## src/rtl/warp_scheduler.sv

```systemverilog
// warp_scheduler: per-warp pipeline sequencer for one core.
// Holds one PC per warp, issues one warp at a time through
// FETCH..UPDATE and round-robins to the next live warp.
// Optional feature macro: WARP_SCHED_PERF_EN (adds perf_issued/perf_stall counters).

package warp_scheduler_pkg;
    typedef enum logic [2:0] {
        WARP_IDLE    = 3'd0,
        WARP_FETCH   = 3'd1,
        WARP_DECODE  = 3'd2,
        WARP_REQUEST = 3'd3,
        WARP_WAIT    = 3'd4,
        WARP_EXECUTE = 3'd5,
        WARP_UPDATE  = 3'd6,
        WARP_DONE    = 3'd7
    } warp_state_t;

    typedef enum logic [1:0] {
        SCHED_IDLE   = 2'd0,
        SCHED_RUN    = 2'd1,
        SCHED_FINISH = 2'd2
    } sched_state_t;
endpackage

// Handshake notes: start is a single-cycle request accepted only while the
// scheduler is IDLE or FINISH (ignored in RUN). fetch_req stays high while the
// issued warp is in FETCH; fetch_valid completes that fetch on the cycle it is
// seen high. lsu_busy holds the issued warp in WAIT for as long as it is high.
module warp_scheduler
    import warp_scheduler_pkg::*;
#(
    parameter int NUM_WARPS = 4,
    parameter int PC_WIDTH  = 8,
    localparam int NW_W = $clog2(NUM_WARPS + 1),
    localparam int CW_W = (NUM_WARPS > 1) ? $clog2(NUM_WARPS) : 1
) (
    input  logic                 clk,
    input  logic                 reset,
    input  logic                 start,
    input  logic [PC_WIDTH-1:0]  start_pc,
    input  logic [NW_W-1:0]      num_warps,
    output logic                 fetch_req,
    output logic [PC_WIDTH-1:0]  fetch_pc,
    input  logic                 fetch_valid,
    input  logic                 decoded_halt,
    input  logic                 decoded_branch,
    input  logic [PC_WIDTH-1:0]  branch_target,
    input  logic                 lsu_busy,
    output logic [NUM_WARPS-1:0] warp_enable,
    output warp_state_t          warp_state,
    output logic [CW_W-1:0]      cur_warp,
    output logic                 done,
`ifdef WARP_SCHED_PERF_EN
    output logic [31:0]          perf_issued,
    output logic [31:0]          perf_stall,
`endif
    output sched_state_t         dbg_sched_state
);

    sched_state_t        sched_q, sched_d;
    warp_state_t         st_q [NUM_WARPS];
    warp_state_t         st_d [NUM_WARPS];
    logic [PC_WIDTH-1:0] pc_q [NUM_WARPS];
    logic [PC_WIDTH-1:0] pc_d [NUM_WARPS];
    logic [CW_W-1:0]     cur_q, cur_d;
    logic [NW_W-1:0]     num_clamped;
    logic                start_accept;
    logic                found;
    logic [CW_W-1:0]     idx;

    assign num_clamped  = (num_warps > NW_W'(NUM_WARPS)) ? NW_W'(NUM_WARPS) : num_warps;
    assign start_accept = start && (sched_q != SCHED_RUN);

    // State registers: scheduler FSM, per-warp states, PCs and issue pointer.
    always_ff @(posedge clk) begin
        if (reset) begin
            sched_q <= SCHED_IDLE;
            cur_q   <= '0;
            for (int i = 0; i < NUM_WARPS; i++) begin
                st_q[i] <= WARP_IDLE;
                pc_q[i] <= '0;
            end
        end else begin
            sched_q <= sched_d;
            cur_q   <= cur_d;
            for (int i = 0; i < NUM_WARPS; i++) begin
                st_q[i] <= st_d[i];
                pc_q[i] <= pc_d[i];
            end
        end
    end

    // Next-state: launch, issued-warp pipeline step, PC update and round-robin pick.
    always_comb begin
        sched_d = sched_q;
        cur_d   = cur_q;
        found   = 1'b0;
        idx     = '0;
        for (int i = 0; i < NUM_WARPS; i++) begin
            st_d[i] = st_q[i];
            pc_d[i] = pc_q[i];
        end

        case (sched_q)
            SCHED_IDLE, SCHED_FINISH: begin
                if (start) begin
                    cur_d = '0;
                    for (int i = 0; i < NUM_WARPS; i++) begin
                        if (NW_W'(i) < num_clamped) begin
                            st_d[i] = WARP_FETCH;
                            pc_d[i] = start_pc;
                        end else begin
                            st_d[i] = WARP_DONE;
                        end
                    end
                    sched_d = (num_clamped == '0) ? SCHED_FINISH : SCHED_RUN;
                end
            end
            SCHED_RUN: begin
                case (st_q[cur_q])
                    WARP_FETCH:   if (fetch_valid) st_d[cur_q] = WARP_DECODE;
                    WARP_DECODE:  st_d[cur_q] = WARP_REQUEST;
                    WARP_REQUEST: st_d[cur_q] = WARP_WAIT;
                    WARP_WAIT:    if (!lsu_busy) st_d[cur_q] = WARP_EXECUTE;
                    WARP_EXECUTE: st_d[cur_q] = WARP_UPDATE;
                    WARP_UPDATE: begin
                        // Halt wins over branch and leaves the PC untouched.
                        if (decoded_halt) begin
                            st_d[cur_q] = WARP_DONE;
                        end else begin
                            st_d[cur_q] = WARP_FETCH;
                            pc_d[cur_q] = decoded_branch ? branch_target
                                                         : pc_q[cur_q] + PC_WIDTH'(1);
                        end
                        // Offset NUM_WARPS lands back on cur_q, so a sole live warp re-issues.
                        for (int k = 1; k <= NUM_WARPS; k++) begin
                            idx = CW_W'((int'(cur_q) + k) % NUM_WARPS);
                            if (!found && (st_d[idx] != WARP_DONE)) begin
                                found = 1'b1;
                                cur_d = idx;
                            end
                        end
                        if (!found) sched_d = SCHED_FINISH;
                    end
                    default: ;
                endcase
            end
            default: sched_d = SCHED_IDLE;
        endcase
    end

    // Outputs are decoded from registers only; reset additionally drops fetch_req at once.
    always_comb begin
        fetch_req   = (sched_q == SCHED_RUN) && (st_q[cur_q] == WARP_FETCH) && !reset;
        fetch_pc    = pc_q[cur_q];
        warp_state  = st_q[cur_q];
        cur_warp    = cur_q;
        done        = (sched_q == SCHED_FINISH);
        warp_enable = (sched_q == SCHED_RUN) ? (NUM_WARPS'(1) << cur_q) : '0;
    end

    assign dbg_sched_state = sched_q;

`ifdef WARP_SCHED_PERF_EN
    logic [31:0] perf_issued_q, perf_stall_q;
    logic        stall_now;

    assign stall_now = (sched_q == SCHED_RUN) &&
                       (((st_q[cur_q] == WARP_FETCH) && !fetch_valid) ||
                        ((st_q[cur_q] == WARP_WAIT)  && lsu_busy));

    // Saturating issue/stall counters, cleared on reset and on an accepted launch.
    always_ff @(posedge clk) begin
        if (reset || start_accept) begin
            perf_issued_q <= '0;
            perf_stall_q  <= '0;
        end else begin
            if ((sched_q == SCHED_RUN) && (st_q[cur_q] == WARP_UPDATE) && (perf_issued_q != '1))
                perf_issued_q <= perf_issued_q + 32'd1;
            if (stall_now && (perf_stall_q != '1))
                perf_stall_q <= perf_stall_q + 32'd1;
        end
    end

    assign perf_issued = perf_issued_q;
    assign perf_stall  = perf_stall_q;
`else
    logic unused_start_accept;
    assign unused_start_accept = start_accept;
`endif

endmodule

```

## config.mk

```make
export PLATFORM = sky130hd
export DESIGN_NAME = warp_scheduler
export DESIGN_NICKNAME = d
export VERILOG_FILES = /design/src/rtl/warp_scheduler.sv
export SDC_FILE = /design/constraint.sdc
export NUM_CORES = 1
export LEC_CHECK = 0
export ABC_AREA = 0
export CELL_PAD_IN_SITES_DETAIL_PLACEMENT = 1
export CELL_PAD_IN_SITES_GLOBAL_PLACEMENT = 2
export CORE_ASPECT_RATIO = 1.4
export CORE_MARGIN = 3
export CORE_UTILIZATION = 34
export DETAILED_ROUTE_END_ITERATION = 10
export GPL_TIMING_DRIVEN = 0
export MAX_ROUTING_LAYER = met4
export PLACE_DENSITY_LB_ADDON = 0.05
export SLEW_MARGIN = 10
export SYNTH_ARGS = -nofsm -noshare
export SYNTH_HDL_FRONTEND = slang
export SYNTH_SLANG_ARGS = --single-unit
```

## constraint.sdc

```tcl
create_clock -name clk -period 3 [get_ports clk]
set_input_delay 0.3 -clock clk [delete_from_list [all_inputs] [get_ports clk]]
set_output_delay 0.3 -clock clk [all_outputs]
set_load 0.05 [all_outputs]
```

* Yosys cells after proc, flatten, opt, wreduce, memory -nomap -nowiden *
Memory sizes are Yosys's and may differ from the RTL's. A register that Yosys moved wholly into a read port is not among the register bits.
Index checks and enable logic that the tools add are counted.

storage, ports and cells
  memory bits (writable) = 44
  memories = 2
  logic and storage cells = 164
  input bits = 26
  output and inout bits = 21
  register bits after elaboration = 4

cells by class
  reductions and logical operators = 16
  shifts and indexed selects = 1
  equality and inequality tests = 16
  bitwise gates (word level) = 32
  multiplexer cells = 79
  $lt $le $gt $ge = 11
  $add $sub $neg = 5

memories
  name  depth  bits a word  rd ports  clocked after memory_dff  write ports  line  RTL
  pc_q  4      8            5         1                         4            63    logic [PC_WIDTH-1:0] pc_q [NUM_WARPS];
  st_q  4      3            5         1                         4            61    warp_state_t st_q [NUM_WARPS];

operators with widths
  kind                                                      number
  2-to-1 mux 32 bit                                         3
  2-to-1 mux 8 bit                                          10
  2-to-1 mux 12 bit                                         6
  case mux 12 bit (6 select lines)                          1
  case mux 32 bit (2 select lines)                          1
  2-to-1 mux 3 bit                                          18
  bitwise mux 32 bit                                        1
  2-to-1 mux 2 bit                                          14
  AND 8 bit                                                 3
  binary-select mux 3 bit (select 2 bit)                    4
  inverter 8 bit                                            3
  OR 8 bit                                                  3
  case mux 12 bit (2 select lines)                          1
  demux 8 bit (select 2 bit)                                1
  greater-or-equal comparator 3 bit, second input constant  5
  2-to-1 mux 1 bit                                          15
  inverter 2 -> 3 bit                                       5
  AND 4 bit                                                 3
  != test 3 bit, second input constant                      4
  inverter 4 bit                                            3
  OR 12 bit                                                 1
  OR 4 bit                                                  3
  equality test 3 bit, second input constant                3
  adder 8 x 1 -> 8 bit, second input constant               1
  26 further kinds                                          48

* Depth between registers and ports, before layout *
  word-level depth = 35
  mapped depth = 11
  depth with buffers taken out = 8

* Worst setup path before layout *
Ideal clock, no wire load.

  path kind = reg-to-output
  start = register with a tool-made name
  end = output port fetch_req
  path slack = 0.177 ns
  data required time = 2.700 ns
  cell stages (with the launch flop) = 5
  path buffers = 2
  arrival = 2.523 ns
  cell sequence = dfxtp_1 buf_6 mux4_2 buf_2 nor3_1

RTL lines
  what              line  RTL
  end: declaration  42    output logic fetch_req,

==> flow_summary.yaml <==
cts:
  cts_tree: "done"
  cts_buffers: 5
  cts_hold_buf: 0
  cts_buffer_depth: 2
  post-cts-setup-buffers: 0
  cts.sinks: 50
  htreeDepth: 2
  clock_latency_ns: 0.30
  clk_pin_slew_ns: 0.07
  root_buffer: "clkbuf_16"
finish:
  final_core_util_pct: 42.91
  syn_to_final_growth_pct: 22.01
  register_area_um2: 1001
  multi_input_area_um2: 2321
  finalNetCount: 494
  nFillCells: 1226
  fin_area_um2: 4294
  final_common_cell: "dfxtp_1"
  final_cell_mix: "dfxtp_1 (50), nor2_1 (44), clkdlybuf4s50_1 (40), nand2_1 (37), a21oi_1 (21)"
  layout-drive-gt1-share_pct: 11.71
  diodes: 0
drt:
  drc: 0
  postRouteAntennaNets: 0
  routed_wl_mm: 13.03
  wl_per_cell_um: 21.86
  first_iter_violations: 115
  dr.pass1.iters: 4
  via_count: 3463
  viasPerCell: 5.810
setup_path:
  path_class: "flip-flop to output port"
  cp_cell_sequence: "buf_6 -> mux4_2 -> buf_2 -> nor3_1 -> dlygate4sd2_1"
  crit_required_ns: 2.70
  crit_path_max_incr_delay_ns: 0.66
  reg2reg_slack_ns: 0.18
  timing.rr.end: "pc_q[3][0]$_SDFFE_PP0P_"
  crit_path_end_kind: "output port"
  endpoint: "fetch_req"
  slowest_stage: "mux4_2"
  r2r_cells: 7
  startpoint_type: "flip-flop"
  critical_path_arrival_ns: 2.56
  critical_path_peak_fanout: 10
floorplan:
  chipHeight_um: 126.4
  die_area_um2: 11630
  io_pins: 47
  num_rows: 43
  initial_core_util_pct: 35.17
  fp.dieW_um: 91.99
  core-area_um2: 10010
min_path:
  hp-class: "flip-flop to flip-flop"
  worstHoldStart: "pc_q[1][2]$_SDFFE_PP0P_"
yosys:
  synth_area_um2: 3520
  yosysTopAreaCellShare_pct: 28.44
  synth.area.top_cells: "dfxtp_1 (28%), nor2_1 (4.7%), a311oi_1 (4.2%)"
  ys_seq_area_share_pct: 28.44
  synthArstFlopShare_pct: 0
  synth_nets: 442
  synth-seq-cells: 50
  synth.distinct_cells: 68
  synth_edf_count: 0
  syn_inst: 408
  yosysTopAreaCell: "dfxtp_1"
  synth_area_per_cell_um2: 8.627
  yosysWarnings: 0
  synth_ff_type: "dfxtp_1"
timing:
  max_slew_margin_pct: 46.12
  worst_pin_slew_ns: 0.8021
  skew_ns: 0.007085
  hold_viol: 0
  period_share_pct: 95.22
  rsz0062_at_grt: "no"
  max_freq_mhz: 350.1
  period_needed_ns: 2.856
  final_max_slew_viol_count: 0
  fin_ws_ns: 0.1435
  setup_viol: 0
grt:
  grt_pass1_vias: 3631
  grtUsageTotal_pct: 23.64
  grt_pass1_wl_mm: 20.64
  antenna_found_initial: 0
  grt_max_degree: 17
  grt-ovfl-total: 0
power_and_ir_drop:
  p_leak_nw: 1.649
  irDropWorstVdd_mv: 0.2590
  power_mw: 1.881
  power_density_nw_per_um2: 438.1
placed_design:
  place_ws_ns: -0.2742
  port_buffers: 45
  place_area_um2: 4139
  dp_hpwl_mm: 10.05
  gp_congestion: 0.8362
status:
  outcome: "finished clean"
flow_run:
  maxCapViolations: 0
-- area by class of cell --
cell class	instances	area share, %
clock buffer	5	2.914
sequential	50	23.31
buffer	26	3.730
multi-input combinational	317	54.05
tap	135	3.934
timing repair buffer	45	10.26
clock inverter	3	0.4953
inverter	15	1.311
-- how the worst min path moves through the flow --
stage | slack [ns] | endpoint | depth (start not counted)
floorplan | 0.43 | pc_q[1][2]$_SDFFE_PP0P_ | 2
global placement | 0.46 | pc_q[1][2]$_SDFFE_PP0P_ | 2
detailed placement | 0.47 | st_q[0][2]$_SDFFE_PP0P_ | 2
CTS | 0.48 | st_q[3][2]$_SDFFE_PP0P_ | 2
global route | 0.49 | pc_q[1][2]$_SDFFE_PP0P_ | 2
finish | 0.48 | pc_q[1][2]$_SDFFE_PP0P_ | 2
-- power by group --
group / switching, mW / internal [mW] / leakage [nW]
Clock: 0.280 / 0.310 / 0.0698
Combinational: 0.332 / 0.200 / 1.17
Sequential: 0.0386 / 0.720 / 0.411
-- cell families after synthesis --
| family | synth area share (%) |
|---|---|
| mux | 11.70 |
| fa+ha+maj | 2.844 |
| compound gates | 27.87 |
| simple gates | 22.36 |
| xor+xnor | 0.7467 |
| flops | 28.44 |
| buf+inv | 6.043 |
-- cell usage after synthesis (2+ instances only) --
cell and number:
a21oi_1 21, ha_1 8, nor2b_1 8, o21bai_1 2, o211a_1 5, o211ai_1 4
and2_1 10, nand2_1 37, inv_1 14, a211oi_1 9, mux4_1 5, a221oi_1 7
or3_1 2, nor2_1 44, and3_1 2, o311a_1 4, mux2i_1 10, a21oi_2 2
nand3b_1 4, clkbuf_1 14, nor3_1 8, a2bb2oi_1 2, o21ai_2 2, nand3_1 18
dfxtp_1 50, nand2b_1 9, nor4_1 2, o21ai_0 19, buf_6 5, a31oi_1 3
a311oi_1 17, mux2_2 4, o2111ai_1 2, o221a_4 2, mux4_2 6, xor2_1 3
nand4_1 2, o21a_1 5, buf_2 5, o41ai_1 2, a21o_1 3
-- critical path, delay by kind of cell (launching register included) --
kind,cells,cell delay (ns)
DFF,1,0.41
buffers and inverters,3,1.00
and+or+nand+nor,1,0.18
muxes,1,0.66
-- registers in the layout, summed over array words and instances (netlist names), named ones only --
signal,flops
cur_warp,2
pc_q,32
dbg_sched_state,2
st_q,12
-- routing by layer --
layer	vias to the layer above	part of all wire [%]	global-route usage, %
met2	84	53	41.95
met4	0	2.8	9.011
li1	1642	-	-
met1	1713	41	27.12
met5	-	0	-
met3	24	3.5	2.728
-- repair_timing --
item | 4_1_cts | 5_1_grt
endpoints found under the setup margin | 7 | 10
pin swaps | 0 | 0
resized for setup | 8 | 6
-- per-stage QoR --
step / cells / setup TNS [ns] / hold WS, ns
after global placement: 588 / -0.5774 / 0.4565
after global routing: 596 / 0 / 0.4940
after floorplan: 408 / 0 / 0.4289
after detailed placement: 588 / -0.5499 / 0.4705
final: 596 / 0 / 0.4832
after CTS: 596 / 0 / 0.4783
Note: power is estimated with default switching activity, not from simulation.
